==> src/rtl/tff_dec_pkg.sv <==
// Shared types and default parameters for the TFF stream decoder.
package tff_dec_pkg;

  typedef enum logic {COLLECT, FULL} tff_dec_state_t;

  localparam int unsigned DEF_WIDTH = 8;
  localparam int unsigned DEF_CNT_W = 16;

endpackage

==> src/rtl/tff_dec_outreg.sv <==
// Single-entry valid/ready output register for recovered words.
// Optional parity bit is present when TFF_DEC_PARITY_EN is defined.
module tff_dec_outreg
  import tff_dec_pkg::*;
#(
  parameter int unsigned WIDTH = DEF_WIDTH
) (
  input  logic             clk,
  input  logic             rst,
  input  logic             load,
  input  logic [WIDTH-1:0] load_data,
  input  logic             out_ready,
  output logic             out_valid,
  output logic [WIDTH-1:0] out_data
`ifdef TFF_DEC_PARITY_EN
  ,
  output logic             out_parity
`endif
);

  // A load always wins over a drain, so a same-cycle transfer and reload keeps valid high.
  always_ff @(posedge clk or negedge rst) begin
    if (!rst) begin
      out_valid <= 1'b0;
      out_data  <= '0;
    end else if (load) begin
      out_valid <= 1'b1;
      out_data  <= load_data;
    end else if (out_ready) begin
      out_valid <= 1'b0;
    end
  end

`ifdef TFF_DEC_PARITY_EN
  always_ff @(posedge clk or negedge rst) begin
    if (!rst) begin
      out_parity <= 1'b0;
    end else if (load) begin
      out_parity <= ^load_data;
    end
  end
`endif

endmodule

==> src/rtl/tff_stream_decoder.sv <==
// Recovers the toggle input of a TFF from its sampled output and packs it LSB-first into words.
// Optional out_parity port enabled by TFF_DEC_PARITY_EN.
module tff_stream_decoder
  import tff_dec_pkg::*;
#(
  parameter int unsigned WIDTH = DEF_WIDTH,
  parameter int unsigned CNT_W = DEF_CNT_W
) (
  input  logic             clk,
  input  logic             rst,
  input  logic             clr,
  input  logic             q,
  input  logic             q_valid,
  output logic             q_ready,
  output logic [WIDTH-1:0] out_data,
  output logic             out_valid,
  input  logic             out_ready,
  output logic [CNT_W-1:0] toggle_cnt
`ifdef TFF_DEC_PARITY_EN
  ,
  output logic             out_parity
`endif
);

  localparam int unsigned BC_W = $clog2(WIDTH);

  tff_dec_state_t   state;
  tff_dec_state_t   state_nxt;
  logic             ref_q;
  logic [BC_W-1:0]  bit_cnt;
  logic [WIDTH-1:0] shreg;
  logic             accept;
  logic             take;
  logic             t_bit;
  logic             word_done;
  logic             slot_free;
  logic             load;
  logic [WIDTH-1:0] load_data;

  assign q_ready   = (state == COLLECT);
  assign accept    = q_valid & q_ready;
  assign take      = accept & ~clr;
  assign t_bit     = q ^ ref_q;
  assign word_done = take & (bit_cnt == BC_W'(WIDTH - 1));
  assign slot_free = ~out_valid | out_ready;

  always_ff @(posedge clk or negedge rst) begin
    if (!rst) begin
      state <= COLLECT;
    end else begin
      state <= state_nxt;
    end
  end

  // Next state and output-register load; clr always returns to COLLECT and drops any held word.
  always_comb begin
    state_nxt = state;
    load      = 1'b0;
    load_data = '0;
    case (state)
      COLLECT: begin
        if (word_done) begin
          if (slot_free) begin
            load      = 1'b1;
            load_data = {t_bit, shreg[WIDTH-2:0]};
          end else begin
            state_nxt = FULL;
          end
        end
      end
      FULL: begin
        if (clr) begin
          state_nxt = COLLECT;
        end else if (out_valid & out_ready) begin
          load      = 1'b1;
          load_data = shreg;
          state_nxt = COLLECT;
        end
      end
      default: state_nxt = COLLECT;
    endcase
  end

  // Sample history and word assembly; shreg keeps a completed word while stalled in FULL.
  always_ff @(posedge clk or negedge rst) begin
    if (!rst) begin
      ref_q   <= 1'b0;
      bit_cnt <= '0;
      shreg   <= '0;
    end else if (clr) begin
      ref_q   <= 1'b0;
      bit_cnt <= '0;
      shreg   <= '0;
    end else if (take) begin
      ref_q          <= q;
      shreg[bit_cnt] <= t_bit;
      bit_cnt        <= word_done ? '0 : bit_cnt + BC_W'(1);
    end
  end

  always_ff @(posedge clk or negedge rst) begin
    if (!rst) begin
      toggle_cnt <= '0;
    end else if (take & t_bit & ~(&toggle_cnt)) begin
      toggle_cnt <= toggle_cnt + CNT_W'(1);
    end
  end

  tff_dec_outreg #(
    .WIDTH(WIDTH)
  ) u_outreg (
    .clk       (clk),
    .rst       (rst),
    .load      (load),
    .load_data (load_data),
    .out_ready (out_ready),
    .out_valid (out_valid),
    .out_data  (out_data)
`ifdef TFF_DEC_PARITY_EN
    ,
    .out_parity(out_parity)
`endif
  );

endmodule
==> config.mk <==
export PLATFORM = sky130hd
export DESIGN_NAME = tff_stream_decoder
export DESIGN_NICKNAME = d
export VERILOG_FILES = /design/src/rtl/tff_dec_pkg.sv /design/src/rtl/tff_dec_outreg.sv /design/src/rtl/tff_stream_decoder.sv
export SDC_FILE = /design/constraint.sdc
export NUM_CORES = 1
export LEC_CHECK = 0
export BUFFER_PORTS_ARGS = -buffer_cell sky130_fd_sc_hd__buf_4
export CORE_ASPECT_RATIO = 0.75
export CORE_MARGIN = 2
export CORE_UTILIZATION = 59
export DETAILED_ROUTE_END_ITERATION = 12
export PLACE_DENSITY = 0.83
export SKIP_CTS_REPAIR_TIMING = 1
export SLEW_MARGIN = 20
export SYNTH_ARGS = -nofsm -noshare
export SYNTH_HDL_FRONTEND = slang
export SYNTH_SLANG_ARGS = --single-unit
==> constraint.sdc <==
create_clock -name clk -period 3.9 [get_ports clk]
set_clock_uncertainty 0.15 [all_clocks]
set_input_delay 0.78 -clock clk [delete_from_list [all_inputs] [get_ports clk]]
set_output_delay 0.78 -clock clk [all_outputs]
set_load 0.01 [all_outputs]
==> metrics.md <==
| Metric | Value |
|---|---|
| Status | `completed` |
| Synth area leaders | `dfrtp_1, xor2_1, mux2_2` |
| List of most frequent post-synthesis cells | `dfrtp_1, xor2_1, nand2b_1, nand3_1` |
| Total number of vias | `1393` |
| Core Box Area | `3000 sq um` |
| Dominant cell type by area after synthesis | `dfrtp_1` |
| Syn_area_per_cell | `11.4 sq um` |
| CTS clk-pin slew, worst paths | `0.08 ns` |
| Layout cells sized above 1 | `28.5%` |
| Sink Count | `38` |
| Fmax | `0.411 GHz` |
| Crit-path max FO | `10` |
| Slew headroom | `47.5%` |
| Final period utilization | `62.4%` |
| LEAKAGE | `1.09 nW` |
| Seq pwr share | `51.8%` |
| IO Port Bufs | `31` |
| Critical path class | `reg2reg` |
| Syn Inst Count | `167` |
| Most Frequent Cell on Critical Path | `ha_1` |
| Bufs on Longest Clock Path | `2` |
| Sw Pwr | `0.273 mW` |
| Largest net degree at the start of global routing | `39` |
| Power per cell area | `406 nW/um^2` |
| # DRC | `0` |
| Slowest CP cell | `a2111oi_4` |
| Fin nets | `208` |
| Initial antenna violation count | `0` |
| Min cycle time layout | `2.43 ns` |
| Post-Syn Area | `1900 sq um` |
| Post-synth EDFFs | `0` |
| Syn Nets | `176` |
| Hold WS | `0.287 ns` |
| Library cells used by synthesis | `38` |
| Critical path arrival | `2.45 ns` |
| Final TNS setup | `0 ns` |
| Sw frac | `29.9%` |
| Layout Area Growth over Synthesis | `18.4%` |
| Slew @ Worst Pin | `0.788 ns` |
| Met2 Wirelength | `1.83 mm` |
| Via-to-Cell Ratio | `5.85` |
| Required @ worst endpoint | `3.92 ns` |
| Num CTS Buffers | `5` |
| # setup viols final | `0` |
| CP Capture Type | `flip-flop` |
| DR top layer | `met4` |
| Synth Warn # | `0` |
| Post-synthesis register bit count | `38` |
| Top_reg_cell synth | `dfrtp_1` |
| Post-Route WL | `3.88 mm` |
| Comb pwr share | `17.6%` |
| Clock power share | `30.6%` |
| CP Cell Sequence | `ha_1 -> ha_1 -> a21oi_2 -> a2111oi_4 -> mux2_2` |
| Min-Delay Path Class | `in2async` |
| Die X | `69.5 um` |
| Int Pwr | `0.641 mW` |
| Clock latency on the worst-skew pair | `0.29 ns` |
| Final ANT Viol Nets | `0` |
| Asr flop ratio synth | `100%` |
| Vias in the first global route | `1358` |
| Global-route wire length before repair | `6.56 mm` |
| Post-synthesis sequential area ratio | `50.0%` |
| TritonCTS clock tree | `yes` |
| Final hold violations | `0` |
| Max-cap violation count | `0` |
| Synth top area share | `50.0%` |
| Metal1 wirelength | `1.82 mm` |
| WL per Instance | `16.3 um` |
| Hpwl dp | `2.66 mm` |
| Die height | `53.2 um` |
| RePlAce Congestion | `0.834` |
| Max VDD drop | `0.000297 V` |
| Std cell rows | `17` |
| Initial Utilization | `63.4%` |
| CP max stage delay | `0.71 ns` |
| Most common cell in the synthesized netlist | `dfrtp_1` |
| Die area | `3700 sq um` |
| Final max-slew violation count | `0` |
| Iteration-0 DRC Markers | `66` |
| # IOs | `32` |
| Startpoint Class | `flip-flop` |
| Pre-Repair DR Iteration Count | `4` |
| Unrepaired setup endpoints after global routing | `no` |
| All-Layer GR Usage | `23.3%` |
| H-tree Lvls | `2` |
| Met3 wire len | `199 um` |
| Clock root buffer | `clkbuf_8` |
| Grt total ovfl | `0` |
| N_diodes | `0` |
-- cell families (layout without fill, tap and decap cells) --
family	after synthesis	count (layout)	share of synthesized area [%]
compound gates	20	20	7.97
xor+xnor	13	13	6.39
fa+ha+maj	3	3	1.98
mux	17	17	9.55
simple gates	64	64	21.5
flops	38	38	50.0
buf+inv	12	45	2.57
-- routing by layer --
layer	vias up	GRT usage, %
met2	44	37.0
met3	4	5.14
met5	-	0
met1	686	32.5
met4	0	6.86
li1	659	-
-- critical path, delay by kind of cell (launching register included) --
kind	cells	cell delay, ns
adder cells (fa/ha/maj)	2	0.45
flip-flops	1	0.49
multiplexers	1	0.42
AO/OA/AOI/OAI	2	0.81
-- state kept, by name, indices dropped and copies added, names as in the netlist --
signal and cells:
ref_q 1, toggle_cnt 16, u_outreg.out_data 8, shreg 8, u_outreg.out_valid 1, state 1
bit_cnt 3
-- placed cells by master, fill, tap and decap left out --
master / instances
nor2b_1: 1
or4_1: 1
nand4_4: 1
a2111oi_4: 1
nand3b_1: 3
nand2_1: 8
mux2_2: 8
a21oi_1: 7
clkbuf_8: 6
a211oi_1: 3
a21oi_2: 2
nor4_2: 2
inv_1: 5
a221oi_1: 1
nor2_1: 5
clkinv_2: 1
a31oi_1: 2
nor3b_4: 1
xor2_2: 1
o21ai_0: 2
nor3b_1: 3
o221ai_1: 1
nor3_1: 8
xnor2_1: 1
and3_1: 2
nand4_1: 5
mux2i_1: 8
and4_1: 2
xor2_1: 11
dfrtp_1: 38
nand2b_1: 9
nand3_1: 9
o2111ai_1: 1
nor4b_2: 1
buf_4: 32
clkbuf_1: 1
mux2_1: 1
or2_2: 1
and2_1: 2
ha_1: 3
-- per-stage QoR --
step	total power, mW	std cells	instance area (sq um)	utilization [%]	setup slack, ns
floorplan	0.554	167	1900	-	1.79
global placement	0.631	230	2160	72.0	1.52
detailed placement	0.642	230	2160	72.0	1.42
CTS	0.918	238	2250	75.0	1.53
global route	0.954	238	2250	75.0	1.32
finish	0.914	238	2250	75.0	1.47
-- power by group through the flow --
stage                     clock network [mW]  logic [mW]  registers (mW)
after floorplan                            0      0.0727           0.481
after global placement                     0       0.155           0.477
after detailed placement                   0       0.162           0.480
after CTS                              0.283       0.163           0.472
after global routing                   0.297       0.177           0.480
final                                  0.280       0.161           0.473
-- path summary, 6_finish.rpt --
path | start | end | slack, ns | cells past startpoint
worst max register to register | bit_cnt[1] | u_outreg.out_data[0] | 1.47 | 5
worst max-delay path | bit_cnt[1] | u_outreg.out_data[0] | 1.47 | 5
min in group clk | toggle_cnt[6] | toggle_cnt[6] | 0.35 | 1
max in group asynchronous | rst | toggle_cnt[12] | 2.99 | 1
worst min-delay path | rst | u_outreg.out_data[7] | 0.29 | 1
worst min register to register | toggle_cnt[6] | toggle_cnt[6] | 0.35 | 1
-- final cells by class --
class	count	area, sq um
Fill cell	199	749
Sequential cell	38	951
Clock buffer	7	86.3
Timing Repair Buffer	32	240
Multi-Input combinational cell	117	901
Tap cell	38	47.5
Inverter	5	18.8
Clock inverter	1	5.00
No activity file was read; power rests on OpenSTA's default activity.
